==> config.mk <==
export PLATFORM = sky130hd
export DESIGN_NAME = dmem_bridge
export DESIGN_NICKNAME = d
export VERILOG_FILES = /design/src/rtl/dmem_pkg.sv /design/src/rtl/dmem_store_fifo.sv /design/src/rtl/dmem_bridge.sv
export SDC_FILE = /design/constraint.sdc
export NUM_CORES = 1
export LEC_CHECK = 0
export BUFFER_PORTS_ARGS = -buffer_cell sky130_fd_sc_hd__buf_2
export CAP_MARGIN = 25
export CORE_MARGIN = 4
export CORE_UTILIZATION = 63
export DETAILED_ROUTE_END_ITERATION = 10
export GPL_TIMING_DRIVEN = 0
export PLACE_DENSITY = 0.85
export SLEW_MARGIN = 10
export SYNTH_ARGS = -nofsm -noshare
export SYNTH_HDL_FRONTEND = slang
export SYNTH_HIERARCHICAL = 1
export SYNTH_SLANG_ARGS = --single-unit
export TNS_END_PERCENT = 20
==> constraint.sdc <==
create_clock -name clk -period 11.26 [get_ports clk]
set_input_delay 3.378 -clock clk [delete_from_list [all_inputs] [get_ports clk]]
set_output_delay 3.378 -clock clk [all_outputs]
set_load 0.03 [all_outputs]
==> src/rtl/dmem_pkg.sv <==
// -----------------------------------------------------------------------------
// dmem_pkg -- shared types for the data-memory bridge.
//   bridgeState_t : bridge FSM states (IDLE, WR, RD, RDONE)
//   storeEntry_t  : one store-buffer entry {addr, data}; addr is word aligned
//   wordAlign()   : clears byte-offset bits [1:0]
// Entry addresses are ADDR_MAX bits wide so one struct serves any AW <= 64.
// -----------------------------------------------------------------------------
package dmem_pkg;

  localparam int ADDR_MAX = 64;

  typedef enum logic [1:0] {
    IDLE  = 2'd0,
    WR    = 2'd1,
    RD    = 2'd2,
    RDONE = 2'd3
  } bridgeState_t;

  typedef struct packed {
    logic [ADDR_MAX-1:0] addr;
    logic [31:0]         data;
  } storeEntry_t;

  function automatic logic [ADDR_MAX-1:0] wordAlign(input logic [ADDR_MAX-1:0] byteAddr);
    return byteAddr & ~ADDR_MAX'(3);
  endfunction

endpackage

==> src/rtl/dmem_store_fifo.sv <==
// -----------------------------------------------------------------------------
// dmem_store_fifo -- DEPTH-entry store buffer (FIFO of storeEntry_t).
// Ports:
//   clk, reset      : clock, asynchronous active-low reset
//   push, pushEntry : enqueue an entry (caller guarantees not full unless pop)
//   pop             : dequeue the head entry (caller guarantees not empty)
//   headEntry       : oldest entry
//   count           : occupancy, $clog2(DEPTH)+1 bits
//   entries, headPtr: raw storage and head index, only with DMEM_STORE_FWD_EN
// -----------------------------------------------------------------------------
module dmem_store_fifo
  import dmem_pkg::*;
#(
  parameter int DEPTH = 4
) (
  input  logic                       clk,
  input  logic                       reset,
  input  logic                       push,
  input  storeEntry_t                pushEntry,
  input  logic                       pop,
  output storeEntry_t                headEntry,
  output logic [$clog2(DEPTH):0]     count
`ifdef DMEM_STORE_FWD_EN
  ,
  output storeEntry_t                entries [DEPTH],
  output logic [$clog2(DEPTH)-1:0]   headPtr
`endif
);

  localparam int PW = $clog2(DEPTH);

  storeEntry_t   slots [DEPTH];
  logic [PW-1:0] rdPtr;
  logic [PW-1:0] wrPtr;

  // NOTE: storage is deliberately not reset; a slot only matters while count
  // covers it, so clearing count and pointers discards the contents.
  always_ff @(posedge clk) begin
    if (push) slots[wrPtr] <= pushEntry;
  end

  // NOTE: all state registers use non-blocking assignments so every flop
  // samples pre-edge values regardless of process ordering.
  always_ff @(posedge clk or negedge reset) begin
    if (!reset) begin
      rdPtr <= '0;
      wrPtr <= '0;
      count <= '0;
    end else begin
      // Pointers are exactly log2(DEPTH) bits, so increment wraps mod DEPTH.
      if (push) wrPtr <= wrPtr + 1'b1;
      if (pop)  rdPtr <= rdPtr + 1'b1;
      case ({push, pop})
        2'b10:   count <= count + 1'b1;
        2'b01:   count <= count - 1'b1;
        default: ;
      endcase
    end
  end

  assign headEntry = slots[rdPtr];

`ifdef DMEM_STORE_FWD_EN
  assign entries = slots;
  assign headPtr = rdPtr;
`endif

endmodule

==> src/rtl/dmem_bridge.sv <==
// -----------------------------------------------------------------------------
// dmem_bridge -- connects the core's M stage to a single-request memory port,
// buffering stores in a FIFO and stalling the pipeline on load misses.
// Ports:
//   clk, reset              : clock, asynchronous active-low reset
//   MemWriteM, MemReadM     : store / load request from M stage
//   ALUOutM, WriteDataM     : byte address (bits [1:0] ignored), store data
//   ReadDataM, StallM       : load result, pipeline hold
//   mem_req/we/addr/wdata   : registered memory request, held until mem_ack
//   mem_ack, mem_rdata      : request completion, read data
// Configuration macro DMEM_STORE_FWD_EN: loads hitting a buffered store are
// answered from the buffer (youngest match) and misses bypass buffered stores.
// Without it, loads wait for the buffer to drain. AW must be <= 64.
// -----------------------------------------------------------------------------
module dmem_bridge
  import dmem_pkg::*;
#(
  parameter int DEPTH = 4,
  parameter int AW    = 32
) (
  input  logic          clk,
  input  logic          reset,
  input  logic          MemWriteM,
  input  logic          MemReadM,
  input  logic [AW-1:0] ALUOutM,
  input  logic [31:0]   WriteDataM,
  output logic [31:0]   ReadDataM,
  output logic          StallM,
  output logic          mem_req,
  output logic          mem_we,
  output logic [AW-1:0] mem_addr,
  output logic [31:0]   mem_wdata,
  input  logic          mem_ack,
  input  logic [31:0]   mem_rdata
);

  localparam int CW = $clog2(DEPTH) + 1;
  localparam logic [CW-1:0] FULL_COUNT = CW'(DEPTH);

  bridgeState_t        state, nextState;
  storeEntry_t         pushEntry, headEntry;
  logic [CW-1:0]       count;
  logic [ADDR_MAX-1:0] reqWord;
  logic [31:0]         rdData;
  logic                push, pop, loadIssue, loadStall;
  logic                unusedAddrHi;

  assign reqWord   = wordAlign(ADDR_MAX'(ALUOutM));
  assign pushEntry = '{addr: reqWord, data: WriteDataM};

  // A full buffer still accepts a store in the cycle its head is acknowledged.
  assign pop  = (state == WR) && mem_ack;
  assign push = MemWriteM && ((count != FULL_COUNT) || pop);

  // Entry address bits above AW are always zero; fold them away explicitly.
  assign unusedAddrHi = ^(headEntry.addr >> AW);

`ifdef DMEM_STORE_FWD_EN
  localparam int PW = $clog2(DEPTH);

  storeEntry_t   entries [DEPTH];
  logic [PW-1:0] headPtr;
  logic          fwdHit;
  logic [31:0]   fwdData;

  dmem_store_fifo #(.DEPTH(DEPTH)) storeFifo (
    .clk       (clk),
    .reset     (reset),
    .push      (push),
    .pushEntry (pushEntry),
    .pop       (pop),
    .headEntry (headEntry),
    .count     (count),
    .entries   (entries),
    .headPtr   (headPtr)
  );

  // NOTE: every always_comb output gets a default first, so no path can
  // leave a value unassigned and infer a latch.
  always_comb begin
    fwdHit  = 1'b0;
    fwdData = '0;
    // Scan oldest to youngest: the last hit is the youngest store to the word.
    for (int k = 0; k < DEPTH; k++) begin
      if ((CW'(k) < count) && (entries[headPtr + PW'(k)].addr == reqWord)) begin
        fwdHit  = 1'b1;
        fwdData = entries[headPtr + PW'(k)].data;
      end
    end
  end

  assign loadIssue = MemReadM && !fwdHit;
  assign loadStall = !fwdHit && (state != RDONE);
`else
  dmem_store_fifo #(.DEPTH(DEPTH)) storeFifo (
    .clk       (clk),
    .reset     (reset),
    .push      (push),
    .pushEntry (pushEntry),
    .pop       (pop),
    .headEntry (headEntry),
    .count     (count)
  );

  // Loads are ordered behind every buffered store.
  assign loadIssue = MemReadM && (count == '0);
  assign loadStall = (state != RDONE);
`endif

  // State register
  always_ff @(posedge clk or negedge reset) begin
    if (!reset) state <= IDLE;
    else        state <= nextState;
  end

  // Next state: a pending load miss wins over draining the store buffer.
  always_comb begin
    nextState = state;
    case (state)
      IDLE: begin
        if (loadIssue)          nextState = RD;
        else if (count != '0)   nextState = WR;
      end
      WR:      if (mem_ack) nextState = IDLE;
      RD:      if (mem_ack) nextState = RDONE;
      RDONE:   nextState = IDLE;
      default: nextState = IDLE;
    endcase
  end

  // Core-facing outputs; StallM is forced low while reset is asserted.
  always_comb begin
    StallM = 1'b0;
    if (reset) begin
      if (MemWriteM && !push)     StallM = 1'b1;
      if (MemReadM  && loadStall) StallM = 1'b1;
    end
`ifdef DMEM_STORE_FWD_EN
    ReadDataM = (MemReadM && fwdHit) ? fwdData : rdData;
`else
    ReadDataM = rdData;
`endif
  end

  // Memory request registers: loaded on issue from IDLE, held through the ack
  // cycle, and mem_req drops after the ack so IDLE always separates requests.
  always_ff @(posedge clk or negedge reset) begin
    if (!reset) begin
      mem_req   <= 1'b0;
      mem_we    <= 1'b0;
      mem_addr  <= '0;
      mem_wdata <= '0;
      rdData    <= '0;
    end else begin
      if (state == IDLE && nextState == RD) begin
        mem_req   <= 1'b1;
        mem_we    <= 1'b0;
        mem_addr  <= AW'(reqWord);
        mem_wdata <= '0;
      end else if (state == IDLE && nextState == WR) begin
        mem_req   <= 1'b1;
        mem_we    <= 1'b1;
        mem_addr  <= AW'(headEntry.addr);
        mem_wdata <= headEntry.data;
      end else if ((state == WR || state == RD) && mem_ack) begin
        mem_req <= 1'b0;
      end
      if (state == RD && mem_ack) rdData <= mem_rdata;
    end
  end

endmodule
Yosys cells after proc, flatten, opt, wreduce, memory -nomap -nowiden
Memory sizes are Yosys's and may differ from the RTL's.
Index checks and enable logic that the tools add are counted.

storage, ports and cells
  register bits = 107
  memory bits (writable) = 248
  output and inout bits = 99
  memories kept = 1

operators by class
  add/sub/neg operators = 4
  equal/unequal tests = 9
  muxes and demuxes = 20
  reduce and logical (&&, ||, !) cells = 18

memories
  memory           depth  bits a word  rd ports  clocked after memory_dff  wr ports  line                   text
  storeFifo.slots  4      62           1         0                         1         dmem_store_fifo.sv:32  storeEntry_t slots [DEPTH];

operator list
  kind                   number
  $mux W32               4
  $mux W1                10
  $logic_and A1 B1 Y1    9
  $eq A2 B2 Y1 const B   4
  $mux W2                4
  $pmux W2 S4            1
  $eq A2 B1 Y1 const B   3
  $pmux W3 S2            1
  $reduce_bool A3 Y1     2
  $add A2 B1 Y2 const B  2
  $reduce_bool A2 Y1     2
  $add A3 B1 Y3 const B  1
  $logic_not A3 Y1       1
  $ne A3 B3 Y1 const B   1
  $sub A3 B1 Y3 const B  1
  $logic_not A2 Y1       1
  $logic_or A1 B1 Y1     2
  $ne A2 B2 Y1 const B   1
  $logic_not A1 Y1       1

Longest topological paths before layout
Gate-level depths: netlist of run 1.

  word-level depth = 9
  mapped depth = 11
  gate-level depth less buffers = 11

Modules after synthesis
The synthesis of run 1 kept the hierarchy.

by module, submodules not included
  module           times used  cells an instance  area each (µm²)
  dmem_store_fifo  1           536                14,221.1
  dmem_bridge      1           344                4,164.0

Worst setup path before layout of run 1
OpenSTA, ideal clock, no wires.

  path kind = input port to output port
  start point = in mem_ack
  end point = out StallM
  data arrival time = 4,259 ps
  setup slack = 3,623 ps
  stages on the path = 3
  path through = nand2_1 -> nand4_1 -> a21boi_0

between the ends
  word-level cells in the longest chain between the ends = 8

ends and longest elaborated chain
  item                 line                text
  from (decl)          dmem_bridge.sv:33   input logic mem_ack,
  $logic_and A1 B1 Y1  dmem_bridge.sv:52   assign pop = (state == WR) && mem_ack;
  $logic_or A1 B1 Y1   dmem_bridge.sv:53   assign push = MemWriteM && ((count != FULL_COUNT) || pop);
  $logic_and A1 B1 Y1  dmem_bridge.sv:53
  $logic_not A1 Y1     dmem_bridge.sv:135  if (MemWriteM && !push) StallM = 1'b1;
  $logic_and A1 B1 Y1  dmem_bridge.sv:135
  $mux W1              dmem_bridge.sv:135
  $mux W1              dmem_bridge.sv:136  if (MemReadM && loadStall) StallM = 1'b1;
  $mux W1              dmem_bridge.sv:134  if (reset) begin
  to (decl)            dmem_bridge.sv:28   output logic StallM,

Every way passes these cells.

Worst setup path in the final report of run 1
  start point = in reset
  end point = out StallM

between the ends
  word-level cells in the longest chain between the ends = 1

ends and longest elaborated chain
  item         line                text
  from (decl)  dmem_bridge.sv:22   input logic reset,
  $mux W1      dmem_bridge.sv:134

Every way passes these cells.

==> qor.yml, run 1 <==
run_status:
  status: "complete, no violations"
power:
  power.leakage_nw: 6.73
  p_int_mw: 3.26
  p_sw_mw: 1.70
  peakVddDrop_uv: 230
  p_seq_share_pct: 40.1
  p_comb_share_pct: 35.6
  swShare_pct: 34.3
  clock_power_share_pct: 24.2
  p_per_area_nw_per_um2: 300
sta:
  timing.slew.headroom_pct: 51.8
  fin_tns_setup_ns: 0
  rsz0062_at_grt: "no"
  timing_worst_slew_pin_value_ns: 0.723
  hold_viol: 0
  skew_ns: 0.0174
  max_freq_ghz: 0.125
  final.min_clock_period_ns: 7.97
  drv_slew: 0
  setup_viol: 0
  fin_crit_sh_pct: 70.8
floorplan:
  die_w_um: 156
  die_h_um: 156
  io_pins: 200
  start_util_pct: 64.8
  core_area_um2: 21300
  rows: 53
  dieArea_um2: 24300
synth:
  synth_cells: 716
  synth_warnings: 6
  synth_area_um2: 13800
  synth.avg_cell_area_um2: 19.3
finish:
  drive_gt1_share_pct: 38.0
  final_cell_area_um2: 16500
  syn2layout_area_growth_pct: 19.6
  nets: 1076
  layout.cells.non_filler: 1268
clock_tree:
  cts_tree: "built"
  cts_buffer_depth: 3
  cts.repair.resized: 0
  cts_buffers: 37
  htreeDepth: 2
  cts_root_buf: "clkbuf_16"
  cts_setup_buffers: 0
  postCtsHoldBufs: 0
  clkLatencyLatePin_ns: 0.51
  cts_sinks: 363
  cts.clk_slew.worst_paths_ns: 0.05
drt:
  drt-total-wl_um: 28500
  vias_per_cell: 5.76
  drc: 0
  dr_total_vias: 7302
  dr.first_iter.drc_count: 627
  wl_per_cell_um: 22.4
  drtAntennaViolNets: 0
  drtPass1Iterations: 7
critical_path:
  startpoint: "reset"
  crit_path_end_kind: "primary output"
  crit_fanout: 67
  start_kind: "primary input"
  crit_required_ns: 7.88
  critPathArrivalTime_ns: 4.59
  r2r_start: "state[1]"
  criticalPathCategory: "primary input to primary output"
job:
  drv_cap: 0
global_route:
  grt_pass1_vias: 7920
  grtUsageTotal_pct: 24.0
  antenna_found_initial: 1
  grt_max_degree: 68
  grt_pass1_wl_um: 44400
  grt-ovfl-total: 0
placed_design:
  place_area_um2: 15300
  dp_hpwl_um: 17400
  io_buffers: 197
  place_inst: 1200
  place.gp.congestion: 0.743
min_path:
  hold_path.class: "flop to flop"
  min_from: "ReadDataM[22]"
layout make-up:
type / instances / area [µm²]
Clock inverter: 15 / 180
Tap cell: 275 / 344
Fill cell: 1196 / 4790
Clock buffer: 52 / 1010
Multi-Input combinational cell: 219 / 2850
Timing Repair Buffer: 202 / 1130
Sequential cell: 363 / 10400
Inverter: 103 / 387
Antenna cell: 1 / 2.50
Buffer: 38 / 229
through the flow:
| stage | utilization [%] | worst slack [ns] | power, mW | hold WS [ns] |
|---|---|---|---|---|
| 2_1_floorplan | - | 3.62 | 3.23 | 0.491 |
| 3_5_place_dp | 71.9 | 3.25 | 3.76 | 0.487 |
| 4_1_cts | 77.5 | 3.25 | 4.99 | 0.500 |
| 3_3_place_gp | 71.2 | 2.04 | 3.70 | 0.481 |
| 5_1_grt | 77.5 | 3.16 | 5.20 | 0.515 |
| 6_report | 77.5 | 3.29 | 4.95 | 0.498 |
power groups by stage:
stage,Clock [mW],Sequential (mW),Combinational [mW]
finish,1.20,1.99,1.77
global route,1.28,2.02,1.90
CTS,1.22,1.99,1.79
detailed placement,0,2.00,1.76
global placement,0,2.01,1.69
floorplan,0,2.33,0.898
state kept, by name, indices dropped and copies added (netlist names):
name and cells:
mem_we 1, storeFifo/count 3, mem_wdata 32, mem_req 1, storeFifo/rdPtr 2, ReadDataM 32, mem_addr 32, state 2
storeFifo/slots 256, storeFifo/wrPtr 2
worst max-delay path: stages:
cell	delay (ns)
buf_6	0.36
buf_16	0.33
a21boi_0	0.21
buf_2	0.24
path summary, 6_finish.rpt:
kind	to	slack [ns]	depth (start not counted)
worst max register to register	storeFifo/slots[3][10]	8.59	6
min in group asynchronous	mem_wdata[11]	2.80	1
worst max-delay path	StallM	3.29	4
max in group asynchronous	mem_addr[27]	7.77	2
worst min register to register	ReadDataM[22]	0.50	1
worst min-delay path	ReadDataM[22]	0.50	1
layout by cell type, fill, tap and decap left out, types with 22 or more instances in the layout:
cell type,n
buf_2,213
clkbuf_1,22
a222oi_1,30
mux4_2,64
dfrtp_1,107
inv_1,103
clkbuf_16,38
a22o_1,34
edfxtp_1,256
mux2_2,32
per-layer routing:
metal  up-vias  routed length, µm  track usage (%)
li1       3249                  -                -
met1      3677              10800             31.6
met2       325              14600             40.9
met3        49               2510             5.66
met4         2                550             6.38
met5         -                 20                0
No activity file was read; power rests on OpenSTA's default activity.
==> run 2, diff against run 1 <==
--- a/config.mk
+++ b/config.mk
@@ -8,10 +8,10 @@
 export BUFFER_PORTS_ARGS = -buffer_cell sky130_fd_sc_hd__buf_2
 export CAP_MARGIN = 25
 export CORE_MARGIN = 4
-export CORE_UTILIZATION = 63
+export CORE_UTILIZATION = 54
 export DETAILED_ROUTE_END_ITERATION = 10
 export GPL_TIMING_DRIVEN = 0
-export PLACE_DENSITY = 0.85
+export PLACE_DENSITY = 0.77
 export SLEW_MARGIN = 10
 export SYNTH_ARGS = -nofsm -noshare
 export SYNTH_HDL_FRONTEND = slang
==> constraint.sdc (replaced) <==
create_clock -name clk -period 7.25 [get_ports clk]
set_input_delay 2.175 -clock clk [delete_from_list [all_inputs] [get_ports clk]]
set_output_delay 2.175 -clock clk [all_outputs]
set_load 0.03 [all_outputs]
==> qor.yml, run 2 (synthesis gave the netlist of run 1 again) <==
power:
  p_per_area_nw_per_um2: 460
  swShare_pct: 34.1
  p_comb_share_pct: 35.7
  p_sw_mw: 2.60
  p_seq_share_pct: 40.5
  power.leakage_nw: 6.75
  clock_power_share_pct: 23.9
  p_int_mw: 5.01
  peakVddDrop_uv: 328
floorplan:
  io_pins: 200
  core_area_um2: 25200
  start_util_pct: 54.8
  rows: 58
  die_w_um: 168
  die_h_um: 168
  dieArea_um2: 28200
global_route:
  grt_pass1_wl_um: 43600
  grtUsageTotal_pct: 19.8
  grt-ovfl-total: 0
  grt_pass1_vias: 7713
  grt_max_degree: 58
  antenna_found_initial: 4
clock_tree:
  cts_root_buf: "clkbuf_16"
  cts_buffer_depth: 3
  cts_buffers: 37
  cts_tree: "built"
  cts_setup_buffers: 0
  cts.clk_slew.worst_paths_ns: 0.06
  clkLatencyLatePin_ns: 0.52
  cts.repair.resized: 0
  cts_sinks: 363
  htreeDepth: 2
  postCtsHoldBufs: 0
placed_design:
  io_buffers: 197
  place_area_um2: 15400
  dp_hpwl_um: 17700
  place.gp.congestion: 0.750
min_path:
  hold_path.class: "flop to flop"
finish:
  largest_reg_flops: 256
  final_cell_mix: "256 x edfxtp_1, 213 x buf_2, 107 x dfrtp_1"
  final_common_cell: "edfxtp_1"
  multi_input_area_um2: 2850
  max_flop_register: "storeFifo/slots"
  final_cell_area_um2: 16500
  nets: 1076
  final_util_pct: 65.7
  drive_gt1_share_pct: 38.7
  fillerInstances: 1730
  seq_area_um2: 10400
  syn2layout_area_growth_pct: 20.0
sta:
  rsz0062_at_grt: "no"
  skew_ns: 0.0248
  hold_viol: 0
  max_freq_ghz: 0.190
  fin_crit_sh_pct: 72.5
  final.min_clock_period_ns: 5.25
  timing.slew.headroom_pct: 52.1
  hold_ws_ns: 0.475
  fin_tns_setup_ns: 0
  drv_slew: 0
  timing_worst_slew_pin_value_ns: 0.718
  setup_viol: 0
drt:
  drc: 0
  vias_per_cell: 5.52
  drtAntennaViolNets: 0
  dr_total_vias: 7306
  drtPass1Iterations: 6
  dr.first_iter.drc_count: 535
  drt-total-wl_um: 27700
  wl_per_cell_um: 21.0
critical_path:
  crit_path_top_delay_cell: "buf_6"
  crit_path_cell_trace: "buf_6, a21boi_0, buf_2"
  crit_required_ns: 5.08
  cpPeakStageDelay_ns: 0.38
  critPathArrivalTime_ns: 3.08
  crit_path_end_kind: "primary output"
  start_kind: "primary input"
  criticalPathCategory: "primary input to primary output"
  crit_buf_inv: 2
  path_delay_family: "buffers and inverters"
  crit_fanout: 52
run_status:
  status: "complete, no violations"
job:
  drv_cap: 0
[run 2: cell count changes in the layout (fill, tap and decap cells not counted), sizes merged]
| cell | previous run | this run |
|---|---|---|
| bufinv | 4 | 2 |
| clkinv | 10 | 12 |
| clkbuf | 61 | 62 |
| clkinvlp | 1 | 0 |
[run 2: cell type report]
| class | instances | share of cell area [%] |
|---|---|---|
| buffer | 38 | 1.38 |
| clock inverter | 14 | 0.779 |
| sequential | 363 | 62.6 |
| clock buffer | 53 | 6.33 |
| inverter | 103 | 2.34 |
| multi-input combinational | 219 | 17.2 |
| tap | 330 | 2.50 |
| timing repair buffer | 202 | 6.83 |
| antenna | 1 | 0.0151 |
[run 2: power groups by stage]
stage	Combinational (mW)	Clock (mW)	Sequential, mW
final	2.71	1.82	3.08
after global routing	2.92	1.95	3.14
after CTS	2.76	1.86	3.08
after detailed placement	2.75	0	3.12
after global placement	2.64	0	3.13
after floorplan	1.39	0	3.62
[run 2: path summary, 6_finish.rpt]
kind | depth (start not counted) | start | slack, ns | endpoint
min in group asynchronous | 1 | reset | 1.61 | ReadDataM[22]
setup / recovery | 3 | reset | 2.00 | StallM
hold reg to reg | 2 | mem_req | 0.47 | mem_req
hold / removal | 2 | mem_req | 0.47 | mem_req
setup reg to reg | 6 | state[0] | 4.60 | mem_we
max in group asynchronous | 2 | reset | 4.96 | mem_wdata[18]
[run 2: metrics by stage]
stage,setup WS [ns],cells,power (mW)
final,2.00,1323,7.61
after global routing,1.83,1323,8.01
after CTS,1.97,1322,7.70
after detailed placement,1.96,1255,5.86
after global placement,0.361,1250,5.77
after floorplan,2.02,723,5.01
[run 2: worst reg2reg max path: cells and delay by family, from the launching register on]
| family | cells | cell delay (ns) |
|---|---|---|
| and+or+nand+nor | 1 | 0.50 |
| buffers and inverters | 2 | 0.53 |
| adders and majority gates | 1 | 0.31 |
| AOI/OAI and AO/OA | 2 | 0.78 |
| DFF | 1 | 0.44 |
[run 2: metal layers]
metal  wire length [µm]  global-route usage [%]  up-vias
met1              11100                    27.1     3718
met4                591                    5.22        6
met2              13700                    32.7      283
met3               2280                    4.77       48
li1                   -                       -     3251
met5                 28                       0        -
